<file path="config.mk">
export PLATFORM = sky130hd
export DESIGN_NAME = control_unit
export DESIGN_NICKNAME = d
export VERILOG_FILES = /design/src/rtl/control_unit.sv
export SDC_FILE = /design/constraint.sdc
export NUM_CORES = 1
export LEC_CHECK = 0
export ABC_AREA = 1
export CORE_UTILIZATION = 55
export CTS_CLUSTER_DIAMETER = 30
export DETAILED_ROUTE_END_ITERATION = 10
export DONT_BUFFER_PORTS = 1
export PLACE_DENSITY = 0.73
export SYNTH_ARGS = -nofsm -noshare
export SYNTH_HDL_FRONTEND = slang
export SYNTH_SLANG_ARGS = --single-unit
export TNS_END_PERCENT = 100
</file>
<file path="constraint.sdc">
create_clock -name Clk -period 1.5 [get_ports Clk]
set_clock_uncertainty 0.05 [all_clocks]
set_input_delay 0.375 -clock Clk [delete_from_list [all_inputs] [get_ports Clk]]
set_output_delay 0.375 -clock Clk [all_outputs]
set_load 0.02 [all_outputs]
</file>
<file path="src/rtl/control_unit.sv">
// control_unit -- Moore sequencer for the 8-bit CPU datapath.
//
// Walks every instruction through FETCH_0/FETCH_1/FETCH_2/DECODE and then one
// execute path chosen from the opcode in IR.  The state register is the only
// storage.  Every output is decoded from the current state, plus IR where
// A/B or ADD/SUB share one path.  While Reset is high all outputs are zero,
// so an instruction aborted by reset cannot finish a write or a load.
//
// Ports
//   Clk, Reset        rising-edge clock, synchronous active-high reset
//   IR                opcode held in the datapath instruction register
//   CCR_Result        registered flags [3]=N [2]=Z [1]=V [0]=C
//   IR_Load .. B_Load register load strobes towards the datapath
//   PC_Inc            advance PC by one
//   CCR_Load          capture ALU flags
//   ALU_Sel           000 ADD, 010 SUB
//   Bus1_Sel          00 PC, 01 A, 10 B
//   Bus2_Sel          00 ALU, 01 Bus1, 10 from_memory
//   write             memory write strobe (data = Bus1, address = MAR)
//   halted            high while parked in HALT
module control_unit #(
   parameter int WIDTH     = 8,
   parameter int CCR_WIDTH = 4
) (
   input  logic                 Clk,
   input  logic                 Reset,
   input  logic [WIDTH-1:0]     IR,
   input  logic [CCR_WIDTH-1:0] CCR_Result,
   output logic                 IR_Load,
   output logic                 MAR_Load,
   output logic                 PC_Load,
   output logic                 PC_Inc,
   output logic                 A_Load,
   output logic                 B_Load,
   output logic                 CCR_Load,
   output logic [2:0]           ALU_Sel,
   output logic [1:0]           Bus1_Sel,
   output logic [1:0]           Bus2_Sel,
   output logic                 write,
   output logic                 halted
);

   localparam logic [1:0] BUS1_PC  = 2'b00;
   localparam logic [1:0] BUS1_A   = 2'b01;
   localparam logic [1:0] BUS1_B   = 2'b10;
   localparam logic [1:0] BUS2_ALU = 2'b00;
   localparam logic [1:0] BUS2_B1  = 2'b01;
   localparam logic [1:0] BUS2_MEM = 2'b10;
   localparam logic [2:0] ALU_ADD  = 3'b000;
   localparam logic [2:0] ALU_SUB  = 3'b010;

   typedef enum logic [4:0] {
      S_FETCH_0, S_FETCH_1, S_FETCH_2, S_DECODE,
      S_LDI_0, S_LDI_1, S_LDI_2,
      S_LDD_0, S_LDD_1, S_LDD_2, S_LDD_3, S_LDD_4,
      S_STD_0, S_STD_1, S_STD_2, S_STD_3,
      S_ALU_0,
      S_BRA_0, S_BRA_1, S_BRA_2,
      S_BEQ_SKIP,
      S_HALT
   } state_t;

   state_t state_q;
   state_t state_d;

   // IR is stable for the whole execute phase, so one path serves both A and B forms
   logic to_b_s;
   logic from_b_s;
   logic is_sub_s;

   // only Z steers the sequence; the other flags are carried for the datapath
   logic unused_ccr_s;

   logic       ir_load_s, mar_load_s, pc_load_s, pc_inc_s;
   logic       a_load_s, b_load_s, ccr_load_s, write_s, halted_s;
   logic [2:0] alu_sel_s;
   logic [1:0] bus1_sel_s, bus2_sel_s;

   assign to_b_s       = (IR == 8'h88) || (IR == 8'h89);
   assign from_b_s     = (IR == 8'h97);
   assign is_sub_s     = (IR == 8'h43);
   assign unused_ccr_s = ^{CCR_Result[3], CCR_Result[1:0]};

   // state register with synchronous reset back to the start of fetch
   always_ff @(posedge Clk) begin
      if (Reset) begin
         state_q <= S_FETCH_0;
      end else begin
         state_q <= state_d;
      end
   end

   // next-state sequencing; Z is consulted only in DECODE
   always_comb begin
      state_d = S_FETCH_0;
      case (state_q)
         S_FETCH_0: state_d = S_FETCH_1;
         S_FETCH_1: state_d = S_FETCH_2;
         S_FETCH_2: state_d = S_DECODE;
         S_DECODE: begin
            case (IR)
               8'h86, 8'h88: state_d = S_LDI_0;
               8'h87, 8'h89: state_d = S_LDD_0;
               8'h96, 8'h97: state_d = S_STD_0;
               8'h42, 8'h43: state_d = S_ALU_0;
               8'h20:        state_d = S_BRA_0;
               8'h23: begin
                  if (CCR_Result[2]) begin
                     state_d = S_BRA_0;
                  end else begin
                     state_d = S_BEQ_SKIP;
                  end
               end
               8'hFF:        state_d = S_HALT;
               default:      state_d = S_FETCH_0;
            endcase
         end
         S_LDI_0: state_d = S_LDI_1;
         S_LDI_1: state_d = S_LDI_2;
         S_LDD_0: state_d = S_LDD_1;
         S_LDD_1: state_d = S_LDD_2;
         S_LDD_2: state_d = S_LDD_3;
         S_LDD_3: state_d = S_LDD_4;
         S_STD_0: state_d = S_STD_1;
         S_STD_1: state_d = S_STD_2;
         S_STD_2: state_d = S_STD_3;
         S_BRA_0: state_d = S_BRA_1;
         S_BRA_1: state_d = S_BRA_2;
         S_HALT:  state_d = S_HALT;
         default: state_d = S_FETCH_0;
      endcase
   end

   // Moore output decode; "MAR <= PC" means Bus1=PC routed through Bus2 into MAR
   always_comb begin
      ir_load_s  = 1'b0;
      mar_load_s = 1'b0;
      pc_load_s  = 1'b0;
      pc_inc_s   = 1'b0;
      a_load_s   = 1'b0;
      b_load_s   = 1'b0;
      ccr_load_s = 1'b0;
      write_s    = 1'b0;
      halted_s   = 1'b0;
      alu_sel_s  = ALU_ADD;
      bus1_sel_s = BUS1_PC;
      bus2_sel_s = BUS2_ALU;
      case (state_q)
         S_FETCH_0, S_LDI_0, S_LDD_0, S_STD_0, S_BRA_0: begin
            bus1_sel_s = BUS1_PC;
            bus2_sel_s = BUS2_B1;
            mar_load_s = 1'b1;
         end
         S_FETCH_1, S_LDI_1, S_LDD_1, S_STD_1, S_BEQ_SKIP: begin
            pc_inc_s = 1'b1;
         end
         S_FETCH_2: begin
            bus2_sel_s = BUS2_MEM;
            ir_load_s  = 1'b1;
         end
         S_LDI_2, S_LDD_4: begin
            bus2_sel_s = BUS2_MEM;
            a_load_s   = ~to_b_s;
            b_load_s   = to_b_s;
         end
         S_LDD_2, S_STD_2: begin
            bus2_sel_s = BUS2_MEM;
            mar_load_s = 1'b1;
         end
         S_STD_3: begin
            bus1_sel_s = from_b_s ? BUS1_B : BUS1_A;
            write_s    = 1'b1;
         end
         S_ALU_0: begin
            bus1_sel_s = BUS1_A;
            alu_sel_s  = is_sub_s ? ALU_SUB : ALU_ADD;
            bus2_sel_s = BUS2_ALU;
            a_load_s   = 1'b1;
            ccr_load_s = 1'b1;
         end
         S_BRA_2: begin
            bus2_sel_s = BUS2_MEM;
            pc_load_s  = 1'b1;
         end
         S_HALT: begin
            halted_s = 1'b1;
         end
         default: begin
            halted_s = 1'b0;
         end
      endcase
   end

   // Reset masks every output so an aborted instruction leaves no side effect
   always_comb begin
      if (Reset) begin
         IR_Load  = 1'b0;
         MAR_Load = 1'b0;
         PC_Load  = 1'b0;
         PC_Inc   = 1'b0;
         A_Load   = 1'b0;
         B_Load   = 1'b0;
         CCR_Load = 1'b0;
         ALU_Sel  = 3'b000;
         Bus1_Sel = 2'b00;
         Bus2_Sel = 2'b00;
         write    = 1'b0;
         halted   = 1'b0;
      end else begin
         IR_Load  = ir_load_s;
         MAR_Load = mar_load_s;
         PC_Load  = pc_load_s;
         PC_Inc   = pc_inc_s;
         A_Load   = a_load_s;
         B_Load   = b_load_s;
         CCR_Load = ccr_load_s;
         ALU_Sel  = alu_sel_s;
         Bus1_Sel = bus1_sel_s;
         Bus2_Sel = bus2_sel_s;
         write    = write_s;
         halted   = halted_s;
      end
   end

endmodule

</file>
==> metrics.txt, run 1 <==
clock buffer depth=2; Stopped at=clock tree synthesis; IO buf count=0; Distinct cells, synth=20; row count=12; total CTS buffers=3; FF+latch count, synth=5; Avg Cell Area, Syn=5.064 µm²; number of H-tree levels=1; Top Ports=30; Die Y=38.79 µm; Initial Utilization=0.6276; first error=[ERROR DPL-0038] Utilization greater than 100%, impossible to legalize; Mapped Cells=147; post-cts hold buffer count=0; Mapped Area=744.5 µm²; clk root buf=clkbuf_4; Syn. warnings=0; post-DP HPWL=2.283 mm; # Post-CTS Setup Buffers=6; CTS Sinks=5; Seq/Total Area, Yosys=0.1345; PostCTS Resize Cnt=42; GPL Wtd Cong=0.9697; DIE WIDTH=38.79 µm; outcome=did not finish
==> metrics by stage <==
stage / util / cells / setup WS [ps] / cell area [µm²] / hold slack [ps]
3_3_place_gp: 0.9135 / 187 / -57.54 / 1084 / 396.2
2_1_floorplan: - / 148 / -91.24 / 883.3 / 473.6
3_5_place_dp: 0.9135 / 187 / -133.9 / 1084 / 393.8
==> logic make-up after synthesis <==
logic type,count (synthesis),share of synthesized area
flip-flops,5,0.1345
AO/OA/AOI/OAI,14,0.1160
buffers and inverters,32,0.1832
AND/OR/NAND/NOR,95,0.5614
other,1,0.005037
==> synth_stat cells <==
library cell / number / area [µm²]
nand2_1: 40 / 150.1
inv_1: 27 / 101.4
nor2_1: 24 / 90.09
nand3_1: 14 / 70.07
nor3_1: 8 / 40.04
dfxtp_1: 5 / 100.1
o21ai_0: 5 / 25.02
buf_4: 4 / 30.03
a21oi_1: 3 / 15.01
nand4_1: 3 / 18.77
nor4_1: 3 / 18.77
a31oi_1: 2 / 12.51
a41oi_1: 2 / 17.52
a211oi_1: 1 / 7.510
a311oi_1: 1 / 8.760
buf_2: 1 / 5.000
conb_1: 1 / 3.750
nand2_2: 1 / 6.260
nand3b_1: 1 / 7.510
nor3_4: 1 / 16.27
==> run 2: changes to the inputs <==
--- a/config.mk
+++ b/config.mk
@@ -6,11 +6,11 @@
 export NUM_CORES = 1
 export LEC_CHECK = 0
 export ABC_AREA = 1
-export CORE_UTILIZATION = 55
-export CTS_CLUSTER_DIAMETER = 30
+export CORE_AREA = 2 2 63 65
 export DETAILED_ROUTE_END_ITERATION = 10
+export DIE_AREA = 0 0 65 67
 export DONT_BUFFER_PORTS = 1
-export PLACE_DENSITY = 0.73
+export PLACE_DENSITY_LB_ADDON = 0.15
 export SYNTH_ARGS = -nofsm -noshare
 export SYNTH_HDL_FRONTEND = slang
 export SYNTH_SLANG_ARGS = --single-unit
==> constraint.sdc (replaced) <==
create_clock -name Clk -period 2 [get_ports Clk]
set_clock_uncertainty 0.05 [all_clocks]
set_input_delay 0.5 -clock Clk [delete_from_list [all_inputs] [get_ports Clk]]
set_output_delay 0.5 -clock Clk [all_outputs]
set_load 0.02 [all_outputs]
==> metrics.txt, run 2 <==
outcome=finished clean; Mapped Cells=147 (unchanged); Pins Over Slew Limit=0; Distinct cells, synth=20 (unchanged); commonest cells in the netlist=nand2_1 (40), inv_1 (27), nor2_1 (24); DR pass1 iterations=4; Routed WL per cell=11.98 µm; Yosys top cell by area=nand2_1; unrepaired setup endpoints after global routing=true; share of the synthesized area in the top cell type=0.2017 (unchanged); top flop regs=state_q: 5 flops; CTS tree=built; switching share of power=0.3403; Top Ports=30 (unchanged); reg2reg start=state_q[0]$_SDFF_PP0_; Comb power frac=0.338; WP data required=1450 ps; Most used DFF post-synth=dfxtp_1; Peak VDD IR=0.1334 mV; internal power=314.2 µW; clock buffer depth=2 (unchanged); most common cell in the synthesized netlist=nand2_1; crit path launch=state_q[1]$_SDFF_PP0_; gr ovfl total=0; number of H-tree levels=1 (unchanged); area grow syn2layout=55.13%; Clock Latency Late Sink=220 ps; Worst Reg-to-Reg Cells=8; total power draw=476.3 µW; row count=22 (+10); Clock transition at path regs=40 ps; Final period util=0.9937; post-DP HPWL=1.866 mm (-18%); vias in the first global route=915; IO buf count=0 (unchanged); Detailed Route WL=2.635 mm; DR vias=1008; hold path endpoint=state_q[0]$_SDFF_PP0_; power density cells=412.4 nW/µm²; Highest Clock Rate=503.2 MHz; 1st-iter DRT viols=37; GRT Total Usage=0.1192; die footprint=4355 µm²; worst stage delay on the critical path=400 ps; fillers=404; Worst setup EP type=primary output; Worst Hold Class=in2reg; Antenna Nets Post-Route=0; HP Start=Reset; initial antenna violation count=0; leading cell type in the layout, fill and taps excluded=nand2_1; reg2reg setup slack=580 ps; number of flip-flops under the largest register name=5; Async SR Flop Fraction=0 (unchanged); core area=3606 µm²; n_diodes=0; Buf/Inv on CP=2; Mapped Area=744.5 µm² (unchanged); Avg Cell Area, Syn=5.064 µm² (unchanged); Die Y=67 µm (+73%); number of enable flip-flop cells after synthesis=0 (unchanged); Remaining DRCs=0; Fin. Hold Viols=0; Setup crit start kind=register; Final Util=0.3203; Max Cap Violations=0; Placed Cells=209 (+12%); Seq/Total Area, Yosys=0.1345 (unchanged); leakage power=0.5512 nW; Worst Path Arrival=1440 ps; Critical Path, Cell by Cell=nand2_8 > nor4_4 > inv_2 > a41oi_2 > buf_4; commonest cells after routing, fill and taps aside=nand2_1 (35), buf_4 (24), inv_1 (19), nor2_1 (19), nand3_1 (12); Area contributors post-synth=nand2_1 (20%), inv_1 (14%), dfxtp_1 (13%), nor2_1 (12%), nand3_1 (9.4%); Sequential Power Share=0.266; min cycle time layout=1987 ps; reg2reg end=state_q[4]$_SDFF_PP0_; Initial Utilization=0.2065 (-0.4212); CTS Sinks=5 (unchanged); share of layout cells above drive strength 1=0.3721; FF+latch count, synth=5 (unchanged); GPL Wtd Cong=0.8713 (-10%); first-pass GRT wire length=4.029 mm; CP Class=reg2out; NumNets Final=187; Layout Cells excl Fill=220; slowest CP cell=dfxtp_4; clk root buf=clkbuf_8; Top reg by flops=state_q; sw power=162.1 µW; Clock Power Share=0.397; total CTS buffers=3 (unchanged); Top Family by Delay on Critical Path=flip-flops; vias per inst=4.582; largest net degree at the start of global routing=14; Min-Delay Path Depth=1; Syn. warnings=0 (unchanged); DIE WIDTH=65 µm (+68%); Crit Path Max Fanout=5; final-report setup violation count=0
==> run 2: cell counts after synthesis <==
Identical to the previous run, type by type.
==> run 2: repair_timing <==
item,4_1_cts,5_1_grt
pin swaps,1,7
buffers inserted,2,5
resized for setup,9,37
gates cloned,0,0
setup endpoints to repair,7,9
hold buffers,0,0
==> run 2: how the worst max path moves through the flow <==
stage / to / slack, ps / cells past startpoint
3_5_place_dp: B_Load / 70 / 6
3_3_place_gp: MAR_Load / 60 / 8
6_report: MAR_Load / 10 / 5
4_1_cts: Bus2_Sel[1] / 10 / 8
5_1_grt: Bus2_Sel[1] / -30 / 7
2_1_floorplan: Bus1_Sel[0] / 20 / 6
==> run 2: layout make-up <==
cell class	instances	area [µm²]	share of cell area
multi-input combinational	111	639.4	0.5536
clock buffer	4	45.04	0.03900
timing repair buffer	25	191.4	0.1658
sequential	5	112.6	0.09751
tap	48	60.06	0.05200
inverter	27	106.4	0.09209
==> run 2: logic make-up (layout without fill, tap and decap cells) <==
| group | count (synthesis) | count (layout) | synth area share |
|---|---|---|---|
| simple gates | 95 | 95 | 0.5614 |
| flops | 5 | 5 | 0.1345 |
| buf+inv | 32 | 56 | 0.1832 |
| other cells | 1 | 2 | 0.005037 |
| compound gates | 14 | 14 | 0.1160 |
==> run 2: per-stage QoR <==
stage                     TNS, ps  instance area [µm²]  hold slack, ps  worst slack, ps
final                           0                 1155           289.6            12.70
after global routing       -70.44                 1155           275.2           -29.56
after CTS                       0                 1010           282.1            9.606
after detailed placement        0                919.6           522.6            72.82
after global placement          0                919.6           514.4            64.94
after floorplan                 0                759.5           485.3            19.28
==> run 2: metal layers <==
| metal | vias to the layer above | part of all wire | global-route usage |
|---|---|---|---|
| li1 | 520 | - | - |
| met1 | 456 | 0.45 | 0.1489 |
| met3 | 4 | 0.067 | 0.04223 |
| met4 | 0 | 0.0091 | 0.04787 |
| met5 | - | 0 | 0 |
| met2 | 28 | 0.47 | 0.1856 |
==> run 2: power groups by stage <==
stage               Combinational [mW]  Sequential (mW)  Clock [mW]
CTS                              0.134            0.117       0.199
global placement                 0.128            0.117           0
detailed placement               0.126            0.117           0
finish                           0.161            0.127       0.189
floorplan                       0.0951            0.115           0
global route                     0.176            0.128       0.213
Note: power is estimated with default switching activity, not from simulation.
==> run 3: changes to the inputs <==
==> constraint.sdc (replaced) <==
create_clock -name Clk -period 2.1 [get_ports Clk]
set_clock_uncertainty 0.05 [all_clocks]
set_input_delay 0.525 -clock Clk [delete_from_list [all_inputs] [get_ports Clk]]
set_output_delay 0.525 -clock Clk [all_outputs]
set_load 0.02 [all_outputs]
==> metrics.txt, run 3 (synthesis gave the netlist of run 2 again) <==
Clock Latency Late Sink=220 ps (about the same); min cycle time layout=2033 ps; DIE WIDTH=65 µm (unchanged); first-pass GRT wire length=3.946 mm (-2.1%); Max Cap Violations=0 (unchanged); total CTS buffers=3 (unchanged); area grow syn2layout=32.94%; vias per inst=4.582 (about the same); 1st-iter DRT viols=36 (-2.7%); Fin. Hold Viols=0 (unchanged); Die Y=67 µm (unchanged); Peak VDD IR=0.1418 mV (+6.3%); leakage power=0.5177 nW (-6.1%); n_diodes=0 (unchanged); number of H-tree levels=1 (unchanged); total power draw=413.1 µW (-13%); Crit Path Max Fanout=3 (-2); DR pass1 iterations=5 (+1); NumNets Final=180 (-3.7%); gr ovfl total=0 (unchanged); initial antenna violation count=0 (unchanged); row count=22 (unchanged); Remaining DRCs=0 (unchanged); IO buf count=0 (unchanged); Pins Over Slew Limit=0 (unchanged); leading cell type in the layout, fill and taps excluded=nand2_1; Worst Path Arrival=1460 ps (+20 ps); post-cts hold buffer count=0 (unchanged); Detailed Route WL=2.355 mm (-11%); Finished Cell Area=989.7 µm² (-14%); HP Start=Reset; CTS Sinks=5 (unchanged); vias in the first global route=908 (-0.77%); setup ws final=67.21 ps (+54.51 ps); WP data required=1520 ps (+70 ps); core area=3606 µm² (unchanged); Routed WL per cell=11.06 µm (-7.7%); Top reg by flops=state_q; Setup crit start kind=register; top flop regs=state_q: 5 flops; power density cells=417.4 nW/µm² (+1.2%); number of flip-flops under the largest register name=5 (unchanged); DR vias=976 (-3.2%); Worst setup EP type=primary output; placed cell areas=907.1 µm² (-1.4%); Antenna Nets Post-Route=0 (unchanged); GRT Total Usage=0.1179 (-0.001340); outcome=finished clean; post-DP HPWL=1.900 mm (+1.8%); Initial Utilization=0.2065 (unchanged); unrepaired setup endpoints after global routing=true; crit path launch=state_q[0]$_SDFF_PP0_; reg2reg start=state_q[0]$_SDFF_PP0_; commonest cells after routing, fill and taps aside=nand2_1 (39), inv_1 (25), nor2_1 (22); die footprint=4355 µm² (unchanged); Highest Clock Rate=491.9 MHz; Clock transition at path regs=40 ps (about the same); share of layout cells above drive strength 1=0.2121 (-0.1600); CP Class=reg2out; Top Ports=30 (unchanged); Final period util=0.9680; CTS tree=built; largest net degree at the start of global routing=14 (unchanged); final-report setup violation count=0 (unchanged); DP Worst Slack=78.49 ps (+5.664 ps); clk root buf=clkbuf_8; clock buffer depth=2 (unchanged); Worst Hold Class=in2reg; GPL Wtd Cong=0.8388 (-3.7%)
-- run 3: cell count changes in the layout (fill, tap and decap cells not counted), sizes merged --
cell,before,now
buf,25,18
-- run 3: area by class of cell --
cell class / instances / area, µm²
clock buffers: 4 / 45.04
fillers: 419 / 2616
inverters: 27 / 101.3
multi-input cells: 111 / 543.0
flip-flops and latches: 5 / 105.1
well taps: 48 / 60.06
repair buffers: 18 / 135.1
-- run 3: what timing repair did --
item,4_1_cts,5_1_grt
cloned,0,0
gates resized for setup,4,9
buffers inserted,0,1
endpoints found under the setup margin,2,7
-- run 3: power by group --
part	internal, mW	switching (mW)
logic	0.0470	0.0758
registers	0.102	0.00837
clock network	0.130	0.0492
-- run 3: worst max-delay path: stages (launching register included) --
cell and delay, ps:
dfxtp_1 320, inv_1 100, nand2_1 110, nor2_1 300, nor2_4 90, a41oi_2 160
buf_4 160
-- run 3: path summary, 6_finish.rpt --
kind,cells after the start,end,slack (ps)
worst max-delay path,6,MAR_Load,70
worst min-delay path,1,state_q[3]$_SDFF_PP0_,310
worst min register to register,2,state_q[3]$_SDFF_PP0_,500
worst max register to register,9,state_q[2]$_SDFF_PP0_,670
-- run 3: metal layers --
metal  wire length, µm  track usage
met5                 0            0
met4                19      0.04787
met3               146      0.03209
met2              1159       0.2036
met1              1029       0.1371
-- run 3: metrics by stage --
stage	cells	setup TNS, ps	utilization	hold WS, ps
5_1_grt	213	-4.980	0.2745	307.6
2_1_floorplan	148	0	-	484.5
3_3_place_gp	208	0	0.2516	514.7
4_1_cts	212	0	0.2672	311.2
3_5_place_dp	208	0	0.2516	505.4
6_report	213	0	0.2745	311.0
==> run 4: changes to the inputs <==
--- a/config.mk
+++ b/config.mk
@@ -10,6 +10,7 @@
 export DETAILED_ROUTE_END_ITERATION = 10
 export DIE_AREA = 0 0 65 67
 export DONT_BUFFER_PORTS = 1
+export GPL_ROUTABILITY_DRIVEN = 0
 export PLACE_DENSITY_LB_ADDON = 0.15
 export SYNTH_ARGS = -nofsm -noshare
 export SYNTH_HDL_FRONTEND = slang
==> constraint.sdc (replaced) <==
create_clock -name Clk -period 2.6 [get_ports Clk]
set_clock_uncertainty 0.05 [all_clocks]
set_input_delay 0.65 -clock Clk [delete_from_list [all_inputs] [get_ports Clk]]
set_output_delay 0.65 -clock Clk [all_outputs]
set_load 0.02 [all_outputs]
==> metrics.txt, run 4 (synthesis gave the netlist of run 2 again) <==
Highest Clock Rate=428.9 MHz; Critical Path, Cell by Cell=inv_1 > nand2_1 > inv_1 > nand3_1 > inv_1 > nor2_1 > a41oi_1 > buf_4; Top Ports=30 (unchanged); leakage power=0.4626 nW (-11%); top flop regs=state_q: 5 flops; PostCTS Resize Cnt=0 (-4); area grow syn2layout=18.99%; share of layout cells above drive strength 1=0.08974 (-0.1224); Routed WL per cell=10.55 µm (-4.5%); Detailed Route WL=2.153 mm (-8.6%); Placed Cells=200 (-3.8%); fillers=411 (-1.9%); Met3 Wirelength=110 µm (-25%); Worst Path Arrival=1630 ps (+170 ps); CTS Sinks=5 (unchanged); Initial Utilization=0.2065 (unchanged); CTS tree=built; WP data required=1900 ps (+380 ps); Layout Cells excl Fill=204 (-4.2%); unrepaired setup endpoints after global routing=false; area of the multi-input gates=511.7 µm² (-5.8%); clock buffer depth=2 (unchanged); largest net degree at the start of global routing=14 (unchanged); Pins Over Slew Limit=0 (unchanged); IO buf count=0 (unchanged); WL met1=1.004 mm (-2.4%); die footprint=4355 µm² (unchanged); DR pass1 iterations=7 (+2); GRT Total Usage=0.1021 (-0.01578); Most common cell on crit path=inv_1; total CTS buffers=3 (unchanged); core area=3606 µm² (unchanged); first-pass GRT wire length=3.525 mm (-11%); vias in the first global route=859 (-5.4%); leading cell type in the layout, fill and taps excluded=nand2_1; clk root buf=clkbuf_8; Top reg by flops=state_q; Die Y=67 µm (unchanged); Antenna Nets Post-Route=0 (unchanged); final-report setup violation count=0 (unchanged); Setup TNS Final=0 ps (unchanged); DIE WIDTH=65 µm (unchanged); Remaining DRCs=0 (unchanged); slowest CP cell=dfxtp_1; met2 wire length=1.037 mm (-11%); Worst Hold Class=in2reg; Max Cap Violations=0 (unchanged); Worst setup EP type=primary output; outcome=finished clean; # Post-CTS Setup Buffers=0 (unchanged); Crit Path Max Fanout=6 (+3); Peak VDD IR=0.09535 mV (-33%); FF+latch area=100.1 µm² (-4.8%); commonest cells after routing, fill and taps aside=nand2_1 (40), inv_1 (27), nor2_1 (24); worst stage delay on the critical path=400 ps (+80 ps); Clock Latency Late Sink=220 ps (about the same); CP Class=reg2out; min cycle time layout=2332 ps; vias per inst=4.603 (+0.45%); 1st-iter DRT viols=32 (-11%); number of flip-flops under the largest register name=5 (unchanged); highest routed layer=met3; gr ovfl total=0 (unchanged); number of H-tree levels=1 (unchanged); DR vias=939 (-3.8%); NumNets Final=171 (-5.0%); n_diodes=0 (unchanged); Setup crit start kind=register; initial antenna violation count=0 (unchanged); Clock transition at path regs=30 ps (about the same); row count=22 (unchanged); Fin. Hold Viols=0 (unchanged); Final period util=0.8968; post-cts hold buffer count=0 (unchanged); power density cells=354.5 nW/µm² (-15%); post-DP HPWL=1.780 mm (-6.3%)
==> run 4: cell types whose count changed in the layout (fill, tap and decap cells not counted), sizes merged <==
cell / before / now
buf: 18 / 9
==> run 4: critical path: cells and delay by family, from the launching register on <==
| family | cells | cell delay (ps) |
|---|---|---|
| compound gates | 1 | 140 |
| buf+inv | 4 | 430 |
| flops | 1 | 400 |
| simple gates | 3 | 460 |
==> run 4: report_power, final <==
group | switching (mW) | total (mW) | internal [mW]
logic | 0.0573 | 0.0845 | 0.0272
registers | 0.00668 | 0.0889 | 0.0822
clock network | 0.0356 | 0.141 | 0.105
==> run 4: layout make-up <==
| type | instances | area share |
|---|---|---|
| Tap cell | 48 | 0.06780 |
| Timing Repair Buffer | 9 | 0.07627 |
| Clock buffer | 4 | 0.05085 |
| Multi-Input combinational cell | 111 | 0.5777 |
| Sequential cell | 5 | 0.1130 |
| Inverter | 27 | 0.1144 |
==> run 4: final timing paths <==
path / endpoint / cells after the start / slack, ps / startpoint
max: MAR_Load / 8 / 270 / state_q[3]$_SDFF_PP0_
min: state_q[0]$_SDFF_PP0_ / 1 / 450 / Reset
min reg2reg: state_q[3]$_SDFF_PP0_ / 2 / 520 / state_q[3]$_SDFF_PP0_
max reg2reg: state_q[4]$_SDFF_PP0_ / 7 / 1160 / state_q[3]$_SDFF_PP0_
==> run 4: layer usage <==
layer,vias to the layer above,track usage
met5,-,0
met4,0,0.02394
met3,0,0.03716
met2,20,0.1701
met1,433,0.1246
li1,486,-
==> run 4: stage by stage <==
stage | power, mW | utilization | worst slack (ps) | hold slack [ps] | instance area (µm²)
floorplan | 0.1610 | - | 248.7 | 483.6 | 748.2
global placement | 0.1745 | 0.2332 | 355.7 | 520.8 | 840.8
detailed placement | 0.1746 | 0.2332 | 343.8 | 510.2 | 840.8
CTS | 0.3203 | 0.2457 | 259.1 | 440.6 | 885.9
global route | 0.3359 | 0.2457 | 78.97 | 434.8 | 885.9
finish | 0.3140 | 0.2457 | 268.3 | 448.6 | 885.9
==> variant: new RTL, settings of run 2 <==
`WIDTH`: 8 -> 9.
--- a/src/rtl/control_unit.sv
+++ b/src/rtl/control_unit.sv
@@ -19,7 +19,7 @@
 //   write             memory write strobe (data = Bus1, address = MAR)
 //   halted            high while parked in HALT
 module control_unit #(
-   parameter int WIDTH     = 8,
+   parameter int WIDTH     = 9,
    parameter int CCR_WIDTH = 4
 ) (
    input  logic                 Clk,
Ports: changed (resized IR); port bits go from 30 to 31. No check against the original RTL was run, so the function may have changed too.
==> variant against run 2 <==
Synthesized area up 9.9%. Sequential share of layout area up 0.93 points. Design area down 9.8%. Register-to-register slack gained 0.16 ns. Sequential cell count stayed put. Clock power fell by 4%. Setup slack about the same. Power shrank 7.3%. Die area stayed put. Combinational power down 11%. First-iteration DRC count shrank 46%. Highest routed layer unchanged. Wire length is 14% lower.
==> variant: results (changes against run 2) <==
* Largest net degree at the start of global routing at 12 (-2)
* Crit-path max FO at 5 (unchanged)
* Clock-pin transition on the worst setup and hold timing paths at 0.03 ns
* Initial antenna violation count at 0 (unchanged)
* Largest registers: state_q x5
* Synth cell types at 28 (+40%)
* Htree depth at 1 (unchanged)
* Port bufs at 0 (unchanged)
* Ys flop type: dfxtp_1
* Share of cells above drive strength 1 at 0.340 (-0.0326)
* Final #Nets at 178 (-4.8%)
* Routed wire length at 2250 um (-14%)
* Initial drt markers at 20 (-46%)
* HPWL Detailed at 1950 um (+4.4%)
* Warnings from Yosys at 0 (unchanged)
* Ant diodes at 0 (unchanged)
* Syn Inst Count at 148 (+0.68%)
* CTS max path bufs at 2 (unchanged)
* Hold WC Path Type: in2reg
* Overall routing resource usage at 0.109 (-0.0106)
* DP Area at 942 um^2 (+2.4%)
* Via density at 4.55 (-0.75%)
* First-pass GRT wire length at 3790 um (-6.0%)
* VDD IR max at 0.171 mV (+28%)
* Outcome: finished, final reports clean
* CTS buffer count at 3 (unchanged)
* Worst-skew pair later-pin latency at 0.22 ns (about the same)
* Top cells by area, synth: nand2_1, dfxtp_1, nor2_1
* First drt pass iteration count at 4 (unchanged)
* Post-route insts no fill at 210 (-4.5%)
* Post-synth top cells: nand2_1, nor2_1, inv_1, nand3_1, inv_2
* Post-synthesis sequential area ratio at 0.122 (-0.0121)
* Crit path DAT at 1.44 ns (about the same)
* P_leak at 0.505 nW (-8.4%)
* CTS root buf: clkbuf_8
* Vias in the first global route at 924 (+0.98%)
* FFs w/ async S/R, synth at 0 (unchanged)
* RePlAce Congestion at 0.828 (-4.9%)
* Post-route ant nets at 0 (unchanged)
variant: cell types whose count changed in the layout (fill, tap and decap cells not counted), moves of 2 or more:
cell     before  now
buf_4        24   13
nor2_4        2    6
nor3_2        7    3
a21oi_2       0    3
nor3_1        1    4
o21ai_0       3    0
a21oi_1       3    5
dfxtp_2       1    3
inv_1        19   17
nand2_1      35   37
nand3_2       2    0
o21ai_2       0    2
variant: stage by stage:
| step | hold slack (ns) | power, mW | util | worst slack (ns) | TNS (ns) |
|---|---|---|---|---|---|
| 6_report | 0.296 | 0.441 | 0.289 | 0.0128 | 0 |
| 2_1_floorplan | 0.555 | 0.222 | - | 0.0419 | 0 |
| 4_1_cts | 0.290 | 0.440 | 0.278 | -0.0110 | -0.0200 |
| 5_1_grt | 0.290 | 0.476 | 0.289 | -0.105 | -0.171 |
| 3_3_place_gp | 0.524 | 0.246 | 0.261 | 0.109 | 0 |
| 3_5_place_dp | 0.528 | 0.246 | 0.261 | 0.0896 | 0 |
variant: critical path, stage by stage, from the launching register on:
cell	delay, ns
dfxtp_2	0.34
inv_4	0.11
nand2_4	0.08
nor2_1	0.20
nand2_1	0.10
nand2_1	0.08
nor2_1	0.04
a21oi_1	0.12
buf_4	0.15
variant: final timing paths:
| path | from | to | slack (ns) | cells after the start |
|---|---|---|---|---|
| max | state_q[3] | Bus2_Sel[1] | 0.01 | 8 |
| min | Reset | state_q[0] | 0.30 | 1 |
| max reg2reg | state_q[4] | state_q[1] | 0.74 | 6 |
| min reg2reg | state_q[2] | state_q[2] | 0.60 | 4 |
variant: final cells by class:
cell class                      instances  area (um^2)
Tap cell                               48         60.1
Clock buffer                            4         45.0
Sequential cell                         5          111
Multi-Input combinational cell        113          619
Timing Repair Buffer                   13         97.6
Fill cell                             420         2560
Inverter                               27          109
variant: timing repair:
item,in CTS,in global routing
hold endpoints to repair,0,0
endpoints found under the setup margin,8,10
pin swaps,0,2
resized for setup,9,11
setup buffers,0,1
variant: power by group:
part	switching, mW	total, mW	internal, mW
clock	0.0459	0.182	0.136
combinational	0.0941	0.143	0.0486
sequential	0.00933	0.116	0.107
variant: kinds of logic (layout without fill, tap and decap cells):
logic type             count (synthesis)  count (layout)  share of synthesized area
and+or+nand+nor                       92              92                      0.549
buffers and inverters                 31              44                      0.161
AOI/OAI and AO/OA                     19              19                      0.164
DFF                                    5               5                      0.122
other                                  1               2                    0.00458
variant: metal layers:
metal  GRT usage  share of wire  vias up
li1            -              -      494
met1       0.128           0.43      431
met2       0.196           0.50       28
met3      0.0270          0.061        2
met4      0.0266         0.0093        0
met5           0              0        -
